## src/rtl/cpu_pkg.sv

```systemverilog
// Shared definitions for the RV32I pipeline: the canonical NOP word, the
// default reset PC and the instruction-fetch state encoding.
package cpu_pkg;

  // addi x0, x0, 0 -- the bubble injected by IF and by the IF/ID flush.
  localparam logic [31:0] NOP = 32'h0000_0013;

  // Default first fetch address after reset.
  localparam logic [31:0] RESET_PC_DEFAULT = 32'h0000_0000;

  typedef enum logic [1:0] {
    FETCH_IDLE = 2'd0,
    FETCH_REQ  = 2'd1,
    FETCH_WAIT = 2'd2
  } fetch_state_e;

endpackage

```

## src/rtl/if_fetch.sv

```systemverilog
// Instruction-fetch stage. Owns the PC, keeps at most one instruction-memory
// read outstanding and presents a registered {pc, instr, valid} to IF/ID.
// A redirect from EX retargets the PC immediately and discards any fetch
// that is still in flight for the old path.
module if_fetch
  import cpu_pkg::*;
#(
  parameter logic [31:0] RESET_PC = RESET_PC_DEFAULT
) (
  input  logic        clk,
  input  logic        rst_n,
  input  logic        pause,
  input  logic        redirect,
  input  logic [31:0] redirect_pc,
  output logic        imem_req,
  output logic [31:0] imem_addr,
  input  logic        imem_gnt,
  input  logic        imem_rvalid,
  input  logic [31:0] imem_rdata,
  output logic [31:0] if_pc,
  output logic [31:0] if_instr,
  output logic        if_valid
);

  fetch_state_e state_q, state_d;
  logic [31:0]  pc_q, pc_d;
  logic         drop_q, drop_d;
  logic [31:0]  if_pc_q, if_pc_d;
  logic [31:0]  if_instr_q, if_instr_d;
  logic         if_valid_q, if_valid_d;

  logic         consume;
  logic [31:0]  target_pc;

  // The low two bits of the target are architecturally ignored.
  logic         unused_redirect_lsbs;
  assign unused_redirect_lsbs = ^redirect_pc[1:0];
  assign target_pc            = {redirect_pc[31:2], 2'b00};

  // IF/ID takes the buffered instruction on every edge it is not paused.
  assign consume = if_valid_q && !pause;

  // Memory request: only issue when the buffer is empty or drains this edge,
  // so a response can never arrive while the buffer is full and held.
  always_comb begin
    imem_req  = (state_q == FETCH_REQ) && (!if_valid_q || !pause);
    imem_addr = pc_q;
  end

  // Next-state logic: FSM, PC, wrong-path drop flag and output buffer.
  always_comb begin
    // NOTE: every variable gets a default first so no path leaves it unassigned, which would infer a latch.
    state_d    = state_q;
    pc_d       = pc_q;
    drop_d     = drop_q;
    if_pc_d    = if_pc_q;
    if_instr_d = if_instr_q;
    if_valid_d = if_valid_q;

    if (consume) begin
      if_valid_d = 1'b0;
      if_instr_d = NOP;
    end

    unique case (state_q)
      FETCH_IDLE: state_d = FETCH_REQ;
      FETCH_REQ: begin
        if (imem_req && imem_gnt) begin
          state_d = FETCH_WAIT;
          // A redirect in the grant cycle makes this fetch wrong-path.
          drop_d  = redirect;
        end
      end
      FETCH_WAIT: begin
        if (imem_rvalid) begin
          state_d = FETCH_REQ;
          drop_d  = 1'b0;
          if (!drop_q && !redirect) begin
            if_pc_d    = pc_q;
            if_instr_d = imem_rdata;
            if_valid_d = 1'b1;
            pc_d       = pc_q + 32'd4;
          end
        end else if (redirect) begin
          drop_d = 1'b1;
        end
      end
      default: state_d = FETCH_IDLE;
    endcase

    // Redirect wins over pause and over any response landing this edge.
    if (redirect) begin
      pc_d       = target_pc;
      if_valid_d = 1'b0;
      if_instr_d = NOP;
    end
  end

  // State registers with synchronous active-low reset.
  always_ff @(posedge clk) begin
    // NOTE: sequential state uses non-blocking assignments so all registers update together from pre-edge values.
    if (!rst_n) begin
      state_q    <= FETCH_IDLE;
      pc_q       <= RESET_PC;
      drop_q     <= 1'b0;
      if_pc_q    <= 32'h0000_0000;
      if_instr_q <= NOP;
      if_valid_q <= 1'b0;
    end else begin
      state_q    <= state_d;
      pc_q       <= pc_d;
      drop_q     <= drop_d;
      if_pc_q    <= if_pc_d;
      if_instr_q <= if_instr_d;
      if_valid_q <= if_valid_d;
    end
  end

  assign if_pc    = if_pc_q;
  assign if_instr = if_instr_q;
  assign if_valid = if_valid_q;

endmodule

```

## config.mk

```make
export PLATFORM = sky130hd
export DESIGN_NAME = if_fetch
export DESIGN_NICKNAME = d
export VERILOG_FILES = /design/src/rtl/cpu_pkg.sv /design/src/rtl/if_fetch.sv
export SDC_FILE = /design/constraint.sdc
export NUM_CORES = 1
export LEC_CHECK = 0
export ABC_AREA = 0
export CORE_MARGIN = 2
export CORE_UTILIZATION = 40
export CTS_CLUSTER_SIZE = 10
export DETAILED_ROUTE_END_ITERATION = 10
export GPL_TIMING_DRIVEN = 1
export PLACE_DENSITY = 0.72
export RECOVER_POWER = 50
export SLEW_MARGIN = 20
export SYNTH_ARGS = -nofsm -noshare
export SYNTH_HDL_FRONTEND = slang
export SYNTH_SLANG_ARGS = --single-unit
```

## constraint.sdc

```tcl
create_clock -name clk -period 3.3 [get_ports clk]
set_clock_uncertainty 0.1 [all_clocks]
set_input_delay 0.66 -clock clk [delete_from_list [all_inputs] [get_ports clk]]
set_output_delay 0.66 -clock clk [all_outputs]
set_load 0.01 [all_outputs]
```

======== After elaboration in Yosys (flattened, before gate mapping) ========
Cells that the tools add are included.
word-level totals
  flip-flop bits (word level) ............. 100
  input port bits ......................... 70
  output and inout bits ................... 98
  word-level logic and storage cells ...... 52
cells by class
  $add $sub $neg .......................... 1
  eq/ne operators ......................... 5
  mux-type cells .......................... 19
  bitwise gates (word level) .............. 1
  reductions and logical operators ........ 19
operator list
  kind                     count
  $mux W32                 8
  $add A32 B3 Y32 const B  1
  $reduce_and A3 Y1        3
  $reduce_bool A2 Y1       4
  $mux W1                  7
  $pmux W2 S3              1
  $logic_and A1 B1 Y1      4
  $logic_not A1 Y1         4
  $mux W2                  2
  $ne A3 B3 Y1 const B     1
  $eq A2 B1 Y1 const B     1
  $eq A2 B2 Y1 const B     1
  $logic_not A2 Y1         1
  $ne A2 B1 Y1 const B     1
  $ne A2 B2 Y1 const B     1
  $pmux W1 S2              1
  $reduce_and A2 Y1        1
  $reduce_or A2 Y1         1
  $logic_or A1 B1 Y1       1
  $not A1 Y1               1

======== Longest topological paths before layout ========
  depth after elaboration ................. 6
  gate-level depth with buffers ........... 6
  mapped depth without buffers ............ 5

======== Worst setup path before layout ========
Ideal clock, no wire load.
  path kind ............................... input port to flip-flop
  start ................................... input port imem_rvalid
  end ..................................... register pc_q[29] (netlist: imem_addr[29])
  setup time .............................. 0.062 ns
  arrival time ............................ 2.092 ns
  path slack .............................. 1.046 ns
  stages on the path ...................... 6
  cell sequence ........................... nand4bb_1 -> buf_2 -> or4_1 -> clkbuf_2 -> or4b_1 -> nand3_1
between the ends
  word-level cells in the longest chain between the ends .. 2
ends and longest elaborated chain
  element                       line             source
  from (decl)                   if_fetch.sv:18   input logic imem_rvalid,
  $reduce_bool A2 Y1 (no line)  n/a
  $reduce_and A3 Y1 (no line)   n/a
  to (signal assigned)          if_fetch.sv:111  pc_q <= pc_d;
  to (decl)                     if_fetch.sv:26   logic [31:0] pc_q, pc_d;
No other way between the ends.
A chain may end at the register's enable or synchronous reset.

======== Worst setup path in the final report ========
  start ................................... input port pause
  end ..................................... output port imem_req
between the ends
  word-level cells in the longest chain between the ends .. 3
ends and longest elaborated chain
  element              line            source
  from (decl)          if_fetch.sv:12  input logic pause,
  $logic_not A1 Y1     if_fetch.sv:46  imem_req = (state_q == FETCH_REQ) && (!if_valid_q || !pause);
  $logic_or A1 B1 Y1   if_fetch.sv:46
  $logic_and A1 B1 Y1  if_fetch.sv:46
  to (decl)            if_fetch.sv:15  output logic imem_req,
No other way between the ends.

==> results.md <==
* DR DRC count at 0
* Crit-path most repeated cell: clkdlybuf4s50_1
* Via count at 4436
* CP Max Fanout at 3
* Hold Vio Cnt, Final at 0
* CTS sink count at 96
* Clock share of power at between 30 and 40%
* CTS Buffer Depth at 2
* Share of cells above drive strength 1 at 4.52%
* H-tree Lvls at 3
* FF-to-FF setup slack at 0.78 ns
* Worst Hold End: if_pc[10]
* Switch share at between 20% and 30%
* #FFs+latches synth at 96
* Yosys cell types at 44
* Final HPWL DP at about 9.2 mm
* RePlAce Congestion at roughly 0.83
* Synth top area cells: dfxtp_1, nand2_1, a21oi_1
* Primary FF master, synth: dfxtp_1
* CTS tree: built
* Hold wc startpoint: if_pc[10]
* Syn avg cell area at 7.81 µm²
* Share of async-settable or async-resettable flops after synthesis at 0%
* Nets at 753
* Synth Instances at 540
* Cell taking the most area after synthesis: dfxtp_1
* Internal Power at 0.00178 W
* Vias in the first global route at 4194
* Pins Over Slew Limit at 0
* Static Leak at roughly 2.2 nW
* Die H at 107 µm
* Pre-CTS setup slack at 0.447 ns
* Fmax at 0.370 GHz
* Critical Path Max Stage Delay at ~0.55 ns
* Yosys warning count at 0
* R2r endpoint: imem_addr[28]
* CTS clk-pin slew, worst paths at 0.09 ns
* Final worst setup slack at 0.594 ns
* Critical R2R Launch: imem_addr[7]
* Drt total wl at 12.7 mm
* Final setup TNS at 0 ns
* CP required at ~2.5 ns
* R2R cell count at 4
* Post-route ant nets at 0
* Status: finished clean
* Max-cap viol count at 0
* CP delay by family, top: buffers and inverters
* Critical Path Source Type: primary input
* Crit. End Element: output pin
* Hold Crit Class: flop to flop
* DIE WIDTH at 107 µm
* Crit path cell chain: clkdlybuf4s50_1 > nand2_1 > and3b_1 > clkdlybuf4s50_1
* Initial antenna violation count at 1
* CP Buf/Inv Count at 2
* Crit-path slowest cell: clkdlybuf4s50_1
* Gr ovfl total at 0
* Largest net degree at the start of global routing at 44
* CTS Root Cell: clkbuf_8
* Core ar. at 0.0103 mm²
* Area delta synth->final at 45.8%
* Worst hold stages at 2
* Synth Cell Area at 0.00422 mm²
* DR iter-0 viols at 168
* Pwr dens at 385 mW/mm²
* Sequential area share after synthesis at 45.6%
* Max_slew headroom at 42.0%
* Die area at 0.0114 mm²
* Unrepaired setup endpoints after global routing: false
* Mean number of vias per cell at 5.39
* Io pins at about 170
* All-layer global routing usage at 22.2%
* Post-synth EDFFs at 0
* Final setup viols at 0
* TritonCTS Buffers at 9
* Sequential power share at 52.5%
* First-pass DRT Iterations at 4
* CTS resizes at 0
* Share of Yosys cell area claimed by the top area cell type at 45.6%
* Worst Tran Pin Value at 0.870 ns
* Crit path time final at 2.71 ns
* Worst skew pair latency at roughly 0.36 ns
* Tcrit/Tclk final at 82.0%
* Postcts setup bufs at 0
* Initial core utilization at around two fifths
* Crit path kind: primary input to output pin
* Combinational Power Share at roughly an eighth
* Port Buf Inserts at 161
* P_sw at 0.000590 W
* Standard-cell row count at 37
* Peak supply drop at 0.215 mV
* Arrival time worst endpoint at 1.95 ns
* Final core occ at about three fifths
* First-pass GRT wire length at 20.5 mm
* WL per Instance at 15.4 µm
* Hold Buf Count CTS at 0
-- cell usage after synthesis (2+ instances only) --
library cell	number
xor2_1	5
a31oi_1	12
and3b_1	2
nor2b_1	5
nand4_1	16
nor3_1	8
inv_1	4
nand3_1	41
and3_1	5
nor2_1	20
a311oi_1	3
nand2_1	105
xnor2_1	5
buf_1	3
nand2b_1	2
or3_1	7
dfxtp_1	96
o21ai_0	29
o211ai_1	3
and2_1	3
a21oi_1	70
a211oi_1	6
o31ai_1	7
clkbuf_1	40
nor4_1	7
or4_1	6
buf_4	4
and4_1	10
-- power groups by stage --
| stage | sequential [W] | combinational, W | clock, W |
|---|---|---|---|
| final | 0.00124 | 0.000282 | 0.000842 |
| after global routing | 0.00125 | 0.000306 | 0.000915 |
| after CTS | 0.00124 | 0.000289 | 0.000861 |
| after detailed placement | 0.00127 | 0.000288 | 0 |
| after global placement | 0.00127 | 0.000284 | 0 |
| after floorplan | 0.00126 | 0.000110 | 0 |
-- logic make-up (layout without fill, tap and decap cells) --
logic type,after synthesis,count (layout),share of synthesized area (%)
other,1,5,0.0889
AND/OR/NAND/NOR,242,242,28.4
AO/OA/AOI/OAI,135,135,18.0
buffers and inverters,53,196,5.13
flip-flops,96,96,45.6
multiplexers,2,2,0.504
adder cells (fa/ha/maj),1,1,0.297
XOR/XNOR,10,10,2.08
-- cells in the final DEF (no fill, tap or decap), drive strengths merged, types with 2 or more instances in the layout --
cell type	instances
o31ai	7
a311oi	3
bufinv	2
nand3	41
conb	4
or3	7
xnor2	5
nand2b	2
a21oi	70
or4	6
nor2b	5
o211ai	3
nor2	20
and4	10
a31oi	12
and3b	2
nand4	16
inv	4
a211oi	6
o21ai	29
and3	5
xor2	5
nand2	105
dfxtp	96
nor3	8
and2	3
clkinvlp	3
nor4	7
buf	12
clkdlybuf4s50	88
dlygate4sd3	73
clkbuf	14
-- sequential cells by signal, summed over array words and instances, names as in the netlist --
name and flops:
imem_addr 30, state_q 2, if_instr 32, drop_q 1, if_pc 30, if_valid 1
-- final cells by class --
cell class                      count  area [µm²]
Fill cell                         930        4130
Multi-Input combinational cell    394        2100
Sequential cell                    96        1920
Timing Repair Buffer              177        1730
Tap cell                          136         170
Clock buffer                       10         128
Clock inverter                      5        82.6
Inverter                            4        15.0
Antenna cell                        1        2.50
-- stage by stage --
stage          cells  hold slack, ns  power [W]  area [µm²]
3_3_place_gp     807           0.341    0.00155        5950
3_5_place_dp     807           0.348    0.00156        5950
6_report         823           0.355    0.00237        6150
4_1_cts          822           0.361    0.00239        6160
2_1_floorplan    543           0.381    0.00137        4230
5_1_grt          823           0.376    0.00247        6150
-- worst register-to-register path, stage by stage (launching register included) --
cell     delay [ns]
dfxtp_1        0.46
and4_1         0.37
nand4_1        0.61
or4_1          0.73
a31oi_1        0.18
-- how the worst max path moves through the flow --
stage                     slack [ns]  cells after the start             to        start
after global routing            0.42                      5   imem_addr[3]        rst_n
after CTS                       0.58                      4       imem_req        pause
after global placement          0.50                      6  imem_addr[28]  imem_rvalid
final                           0.59                      4       imem_req        pause
after floorplan                 1.05                      6  imem_addr[29]  imem_rvalid
after detailed placement        0.45                      6  imem_addr[26]  imem_rvalid
-- routing by layer --
metal	GRT usage [%]	vias to the layer above	routed length, µm
met3	6.08	18	1010
met1	27.9	2068	5320
met4	6.68	0	212
li1	-	2209	-
met5	0	-	0
met2	37.2	141	6160
(Power assumes the default switching activity.)
